--- src/rtl/e1ofn_pkg.sv ---
// e1ofn_pkg: shared types and per-digit helpers for the e1ofN receiver
package e1ofn_pkg;
  localparam int NMAX = 64;
  localparam int IW = $clog2(NMAX);
  typedef enum logic {WAIT_VALID, WAIT_NEUTRAL} state_t;
  typedef enum logic [1:0] {NEUTRAL, VALID, ILLEGAL} dstat_t;
  function automatic dstat_t digit_status(input logic [NMAX-1:0] d);
    int c;
    c = 0;
    for (int k = 0; k < NMAX; k++) c += int'(d[k]);
    return (c == 0) ? NEUTRAL : (c == 1) ? VALID : ILLEGAL;
  endfunction
  function automatic logic [IW-1:0] digit_index(input logic [NMAX-1:0] d);
    logic [IW-1:0] r;
    r = '0;
    for (int k = 0; k < NMAX; k++) if (d[k]) r = IW'(k);
    return r;
  endfunction
endpackage

--- src/rtl/e1ofn_rail_sync.sv ---
// e1ofn_rail_sync: STAGES-deep flop synchronizer per rail, async active-low reset to 0
// Ports: i_clk, i_rst_n, i_d (async rails), o_q (synced rails)
module e1ofn_rail_sync #(
  parameter int WIDTH = 8,
  parameter int STAGES = 2
) (
  input  logic             i_clk,
  input  logic             i_rst_n,
  input  logic [WIDTH-1:0] i_d,
  output logic [WIDTH-1:0] o_q
);
  logic [WIDTH-1:0] r_s [STAGES];
  always_ff @(posedge i_clk or negedge i_rst_n)
    if (!i_rst_n) begin
      for (int k = 0; k < STAGES; k++) r_s[k] <= '0;
    end else begin
      r_s[0] <= i_d;
      for (int k = 1; k < STAGES; k++) r_s[k] <= r_s[k-1];
    end
  assign o_q = r_s[STAGES-1];
endmodule

--- src/rtl/e1ofn_sync_receiver.sv ---
// e1ofn_sync_receiver: clocked e1ofN_M channel receiver with decode, FIFO and four-phase enable
// Ports: CLK/_RESET; in_d rails, in_e enable; out_data/out_valid/out_ready stream; count occupancy; err_illegal sticky
module e1ofn_sync_receiver
  import e1ofn_pkg::*;
#(
  parameter int N = 2,
  parameter int M = 4,
  parameter int SYNC_STAGES = 2,
  parameter int DEPTH = 2,
  localparam int LG = $clog2(N),
  localparam int W = M * LG,
  localparam int CW = $clog2(DEPTH) + 1,
  localparam int PW = $clog2(DEPTH),
  localparam int WW = $clog2(SYNC_STAGES + 1)
) (
  input  logic           CLK,
  input  logic           _RESET,
  input  logic [N*M-1:0] in_d,
  output logic           in_e,
  output logic [W-1:0]   out_data,
  output logic           out_valid,
  input  logic           out_ready,
  output logic [CW-1:0]  count,
  output logic           err_illegal
);
  logic [N*M-1:0] w_sd;
  logic [M-1:0]   w_dvalid, w_dill;
  logic [W-1:0]   w_dec;
  logic           w_all_valid, w_all_neutral, w_any_ill, w_push, w_pop;
  state_t         r_state;
  logic           r_in_e, r_err;
  logic [WW-1:0]  r_warm;
  logic [W-1:0]   r_mem [DEPTH];
  logic [W-1:0]   r_last;
  logic [PW-1:0]  r_rd, r_wr;
  logic [CW-1:0]  r_count;
  e1ofn_rail_sync #(.WIDTH(N*M), .STAGES(SYNC_STAGES)) u_sync (
    .i_clk  (CLK),
    .i_rst_n(_RESET),
    .i_d    (in_d),
    .o_q    (w_sd)
  );
  for (genvar i = 0; i < M; i++) begin : g_dig
    assign w_dvalid[i] = digit_status(NMAX'(w_sd[i*N +: N])) == VALID;
    assign w_dill[i] = digit_status(NMAX'(w_sd[i*N +: N])) == ILLEGAL;
    assign w_dec[i*LG +: LG] = LG'(digit_index(NMAX'(w_sd[i*N +: N])));
  end
  assign w_all_valid = &w_dvalid;
  assign w_all_neutral = ~|w_sd;
  assign w_any_ill = |w_dill;
  assign w_push = (r_state == WAIT_VALID) && w_all_valid && !w_any_ill && (r_count != CW'(DEPTH));
  assign w_pop = out_valid && out_ready;
  // r_warm holds off the neutral test until the synchronizer has refilled after reset,
  // so a word still on the rails is not mistaken for neutral and captured twice.
  always_ff @(posedge CLK or negedge _RESET)
    if (!_RESET) begin
      r_state <= WAIT_NEUTRAL;
      r_in_e <= 1'b0;
      r_err <= 1'b0;
      r_warm <= '0;
    end else begin
      if (r_warm != WW'(SYNC_STAGES)) r_warm <= r_warm + WW'(1);
      if (w_any_ill) r_err <= 1'b1;
      if (r_state == WAIT_VALID) begin
        if (w_push) begin
          r_in_e <= 1'b0;
          r_state <= WAIT_NEUTRAL;
        end
      end else if (w_all_neutral && r_warm == WW'(SYNC_STAGES)) begin
        r_in_e <= 1'b1;
        r_state <= WAIT_VALID;
      end
    end
  always_ff @(posedge CLK or negedge _RESET)
    if (!_RESET) begin
      r_rd <= '0;
      r_wr <= '0;
      r_count <= '0;
      r_last <= '0;
    end else begin
      if (w_push) r_wr <= r_wr + PW'(1);
      if (w_pop) begin
        r_rd <= r_rd + PW'(1);
        r_last <= r_mem[r_rd];
      end
      r_count <= r_count + CW'(w_push) - CW'(w_pop);
    end
  always_ff @(posedge CLK)
    if (w_push) r_mem[r_wr] <= w_dec;
  assign in_e = r_in_e;
  assign out_valid = r_count != '0;
  assign out_data = out_valid ? r_mem[r_rd] : r_last;
  assign count = r_count;
  assign err_illegal = r_err;
endmodule
--- config.mk ---
export PLATFORM = sky130hd
export DESIGN_NAME = e1ofn_sync_receiver
export DESIGN_NICKNAME = d
export VERILOG_FILES = /design/src/rtl/e1ofn_pkg.sv /design/src/rtl/e1ofn_rail_sync.sv /design/src/rtl/e1ofn_sync_receiver.sv
export SDC_FILE = /design/constraint.sdc
export NUM_CORES = 1
export LEC_CHECK = 0
export BUFFER_PORTS_ARGS = -buffer_cell sky130_fd_sc_hd__buf_4
export CORE_MARGIN = 4
export CORE_UTILIZATION = 50
export DETAILED_ROUTE_END_ITERATION = 10
export PLACE_DENSITY = 0.73
export SETUP_SLACK_MARGIN = 0.1
export SLEW_MARGIN = 20
export SYNTH_ARGS = -nofsm -noshare
export SYNTH_HDL_FRONTEND = slang
export SYNTH_HIERARCHICAL = 1
export SYNTH_SLANG_ARGS = --single-unit
--- constraint.sdc ---
create_clock -name CLK -period 2.15 [get_ports CLK]
set_clock_uncertainty 0.05 [all_clocks]
set_input_delay 0.43 -clock CLK [delete_from_list [all_inputs] [get_ports CLK]]
set_output_delay 0.43 -clock CLK [all_outputs]
set_load 0.1 [all_outputs]
==> results.txt <==
The run finished with clean final reports. In the layout the commonest cells are sky130_fd_sc_hd__dfrtp_1 (26), sky130_fd_sc_hd__buf_4 (23), sky130_fd_sc_hd__inv_1 (11). The minimum clock period after layout is 2.02 ns. IR analysis of the VDD net gives a maximum drop of 0.569 mV. The post-synthesis register bit count came out at 37. The aggregate routed wire length is 2.21 mm. Derived from the worst setup path, the maximum achievable clock frequency is 495 MHz. TritonCTS built the clock tree. The finished cells cover 0.00198 mm2. The worst setup path is captured at a flip-flop. The final count of pins violating max slew was 0. The post-route netlist has 46.4% of its cells at a drive strength greater than 1. Along the worst hold path, the cell count comes to 1.

During placement, the flow inserted port buffers numbering 19. The count of inserted antenna diode cells came out at 0. After detailed routing, the number of vias per cell comes to 4.96.

The clock sink total came out at 37. After legalization and detailed placement, the total HPWL measured 1.49 mm. The overall overflow remaining after global route came out at 0. The floorplan step defined a die boundary enclosing 0.00396 mm2.

The global-route usage over all layers is 12.2%. The clock transition at the register clock pins on the worst setup and hold paths after CTS came out at 0.10 ns. The H-tree depth came out at 2. The starting density of the core came out at 53.3%. The critical path launch point type is a flip-flop. Power spread over the standard cell area amounts to 1430 mW/mm2. The post-route antenna net violation count is 0. The internal cell power came out at 1.57 mW.

The first-pass GRT wire length is 3.55 mm. The tool flagged a number of max-cap violations equal to 0. The measured slew at the worst slew-check pin came out at 0.360 ns. The maximum number of pins on one net before global-route repair came out at 30. In this run the clock root is driven by a sky130_fd_sc_hd__clkbuf_4.

Clock tree synthesis inserted a total of 5 buffers. The headroom to the max-slew limit came out at 76.0%. The distinct cell type count after synthesis is 24. The routability congestion estimate is 0.679. The post-synthesis area per instance came out at 13.6 um2. The synthesized netlist occupies a cell area of 0.00151 mm2. The area of placed instances came out at 0.00171 mm2. The number of nets in the synthesized netlist is 133. The standby leakage power came out at 0.867 nW. The number of global-route vias before repair came out at 860. The critical path class is reg -> reg. The maximum fanout along the worst path is 3.

The data required time of the critical path came out at 2.36 ns. The number of instances in the placed design came out at 153. The fraction of power spent switching nets is 44.4%. After detailed routing, the number of remaining DRC violations is 0.

The cell count after synthesis is 111. The average detailed-routed wire length per instance came out at 13.1 um. The y dimension of the die is 62.9 um. The clock latency at the later pin of the worst-skew pair is 0.34 ns. The post-route core utilization came out at 69.8%. The number of primary I/O pins came out at 20. The fraction of the yosys area taken by sequential cells came out at 64.1%. The final hold violation count came out at 0. The library cell used most frequently in the layout, excluding fill and tap cells, is sky130_fd_sc_hd__dfrtp_1. The number of buffers on the longest clock path is 2. Registers are responsible for 33.7% of the overall power. During synthesis, Yosys emitted a total of 6 warnings. The count of cells in the finished layout, fillers not included, comes to 169.

The number of endpoints failing setup at the final stage is 0. The final cycle utilization of the critical path came out at 94.0%. The arrival time reported for the critical path endpoint is 2.24 ns. Per report_power, the combinational group accounts for 50.6% of the total. The standard-cell row count is 19. Before antenna repair, the detailed router went through 2 iterations.

The detailed router placed 839 vias in this run. Setup repair after global routing could not meet its margin everywhere. The class of the tightest hold or removal check is in -> reg. After floorplanning, the core was sized to cover 0.00283 mm2. The clock power share came out at 15.6%. Measured along the x axis, the die boundary spans 62.9 um.

The initial antenna violation count is 0. The number of nets in the finished design is 159. In this run the power spent charging and discharging nets is 1.25 mW.

The worst reg2reg path depth is 8. From synthesis to final layout, the design area changed by 31.0%. The first routing iteration left 16 violations.
==> cells by family (layout without fill, tap and decap cells) <==
| kind of cell | after synthesis | after routing | share of synthesized area [%] |
|---|---|---|---|
| AND/OR/NAND/NOR | 18 | 19 | 6.64 |
| AO/OA/AOI/OAI | 13 | 13 | 6.64 |
| adder cells (fa/ha/maj) | 11 | 11 | 9.13 |
| buffers and inverters | 23 | 49 | 7.88 |
| flip-flops | 37 | 37 | 64.1 |
| multiplexers | 4 | 4 | 2.66 |
| XOR/XNOR | 5 | 5 | 2.90 |
==> power by group through the flow <==
stage | combinational, mW | sequential [mW] | clock (mW)
3_3_place_gp | 1.13 | 0.955 | 0
4_1_cts | 1.27 | 0.964 | 0.457
2_1_floorplan | 0.869 | 1.08 | 0
5_1_grt | 1.49 | 0.969 | 0.486
6_report | 1.43 | 0.953 | 0.442
3_5_place_dp | 1.14 | 0.966 | 0
==> sequential cells by signal (all words and copies together) (netlist names) <==
register     cells
count            2
u_sync/o_q       8
r_last           4
r_wr             1
r_state          1
r_rd             1
r_warm           2
in_e             1
u_sync/r_s       8
err_illegal      1
r_mem            8
==> metal layers <==
metal  routed length [um]  GRT usage [%]
met5                    0              0
met4                   55           7.44
met3                  121           5.40
met2                 1240           22.3
met1                  795           10.8
==> through the flow <==
stage,hold slack (ns),TNS [ns],power (mW),setup slack [ns]
2_1_floorplan,0.0844,-0.0569,1.95,-0.0199
3_3_place_gp,0.282,0,2.08,0.140
3_5_place_dp,0.285,0,2.11,0.0995
4_1_cts,0.124,0,2.70,0.0797
5_1_grt,0.108,0,2.94,0.0197
6_report,0.138,0,2.83,0.129
==> critical path: stages, from the launching register on <==
cell	delay (ns)
sky130_fd_sc_hd__dfrtp_1	0.43
sky130_fd_sc_hd__ha_4	0.18
sky130_fd_sc_hd__nor4_4	0.34
sky130_fd_sc_hd__o2111ai_4	0.18
sky130_fd_sc_hd__ha_4	0.30
sky130_fd_sc_hd__inv_2	0.04
sky130_fd_sc_hd__ha_4	0.15
sky130_fd_sc_hd__xnor2_2	0.16
sky130_fd_sc_hd__xnor2_1	0.13
==> repair_timing <==
item | CTS | global route
buffers inserted | 4 | 2
resized for setup | 13 | 16
pin swaps | 2 | 8
hold endpoints to repair | 28 | 0
endpoints found under the setup margin | 5 | 9
cloned | 1 | 0
hold buffers | 1 | 0
==> synth_stat cells, drive strengths merged <==
cell / n / area, um2
mux2i: 4 / 40.0
edfxtp: 8 / 240
nor2b: 1 / 6.26
inv: 13 / 48.8
dfrtp: 28 / 701
a32o: 1 / 10.0
nor4: 1 / 21.3
a21oi: 4 / 20.0
a21bo: 1 / 10.0
nand2b: 1 / 6.26
buf: 10 / 70.1
xnor2: 5 / 43.8
ha: 11 / 138
nor2: 6 / 22.5
and4: 1 / 8.76
o21ai: 6 / 33.8
or2: 1 / 6.26
dfstp: 1 / 26.3
and3: 1 / 6.26
nand2: 6 / 22.5
o2111ai: 1 / 26.3
==> final cells by class <==
type                    instances  area (um2)
repair buffers                 28         253
clock buffers                   8        80.1
inverters                      13        48.8
well taps                      31        38.8
fillers                       205         853
flip-flops and latches         37         975
multi-input cells              52         581
==> worst paths after layout <==
check                               from              to  slack (ns)
max in group asynchronous         _RESET         r_state        1.25
min reg2reg                u_sync/r_s[9]   u_sync/o_q[1]        0.31
max reg2reg                u_sync/o_q[5]        count[1]        0.13
min                              in_d[4]  u_sync/r_s[12]        0.14
max                        u_sync/o_q[5]        count[1]        0.13
min in group asynchronous         _RESET       r_last[0]        0.48
Note: power is estimated with default switching activity, not from simulation.
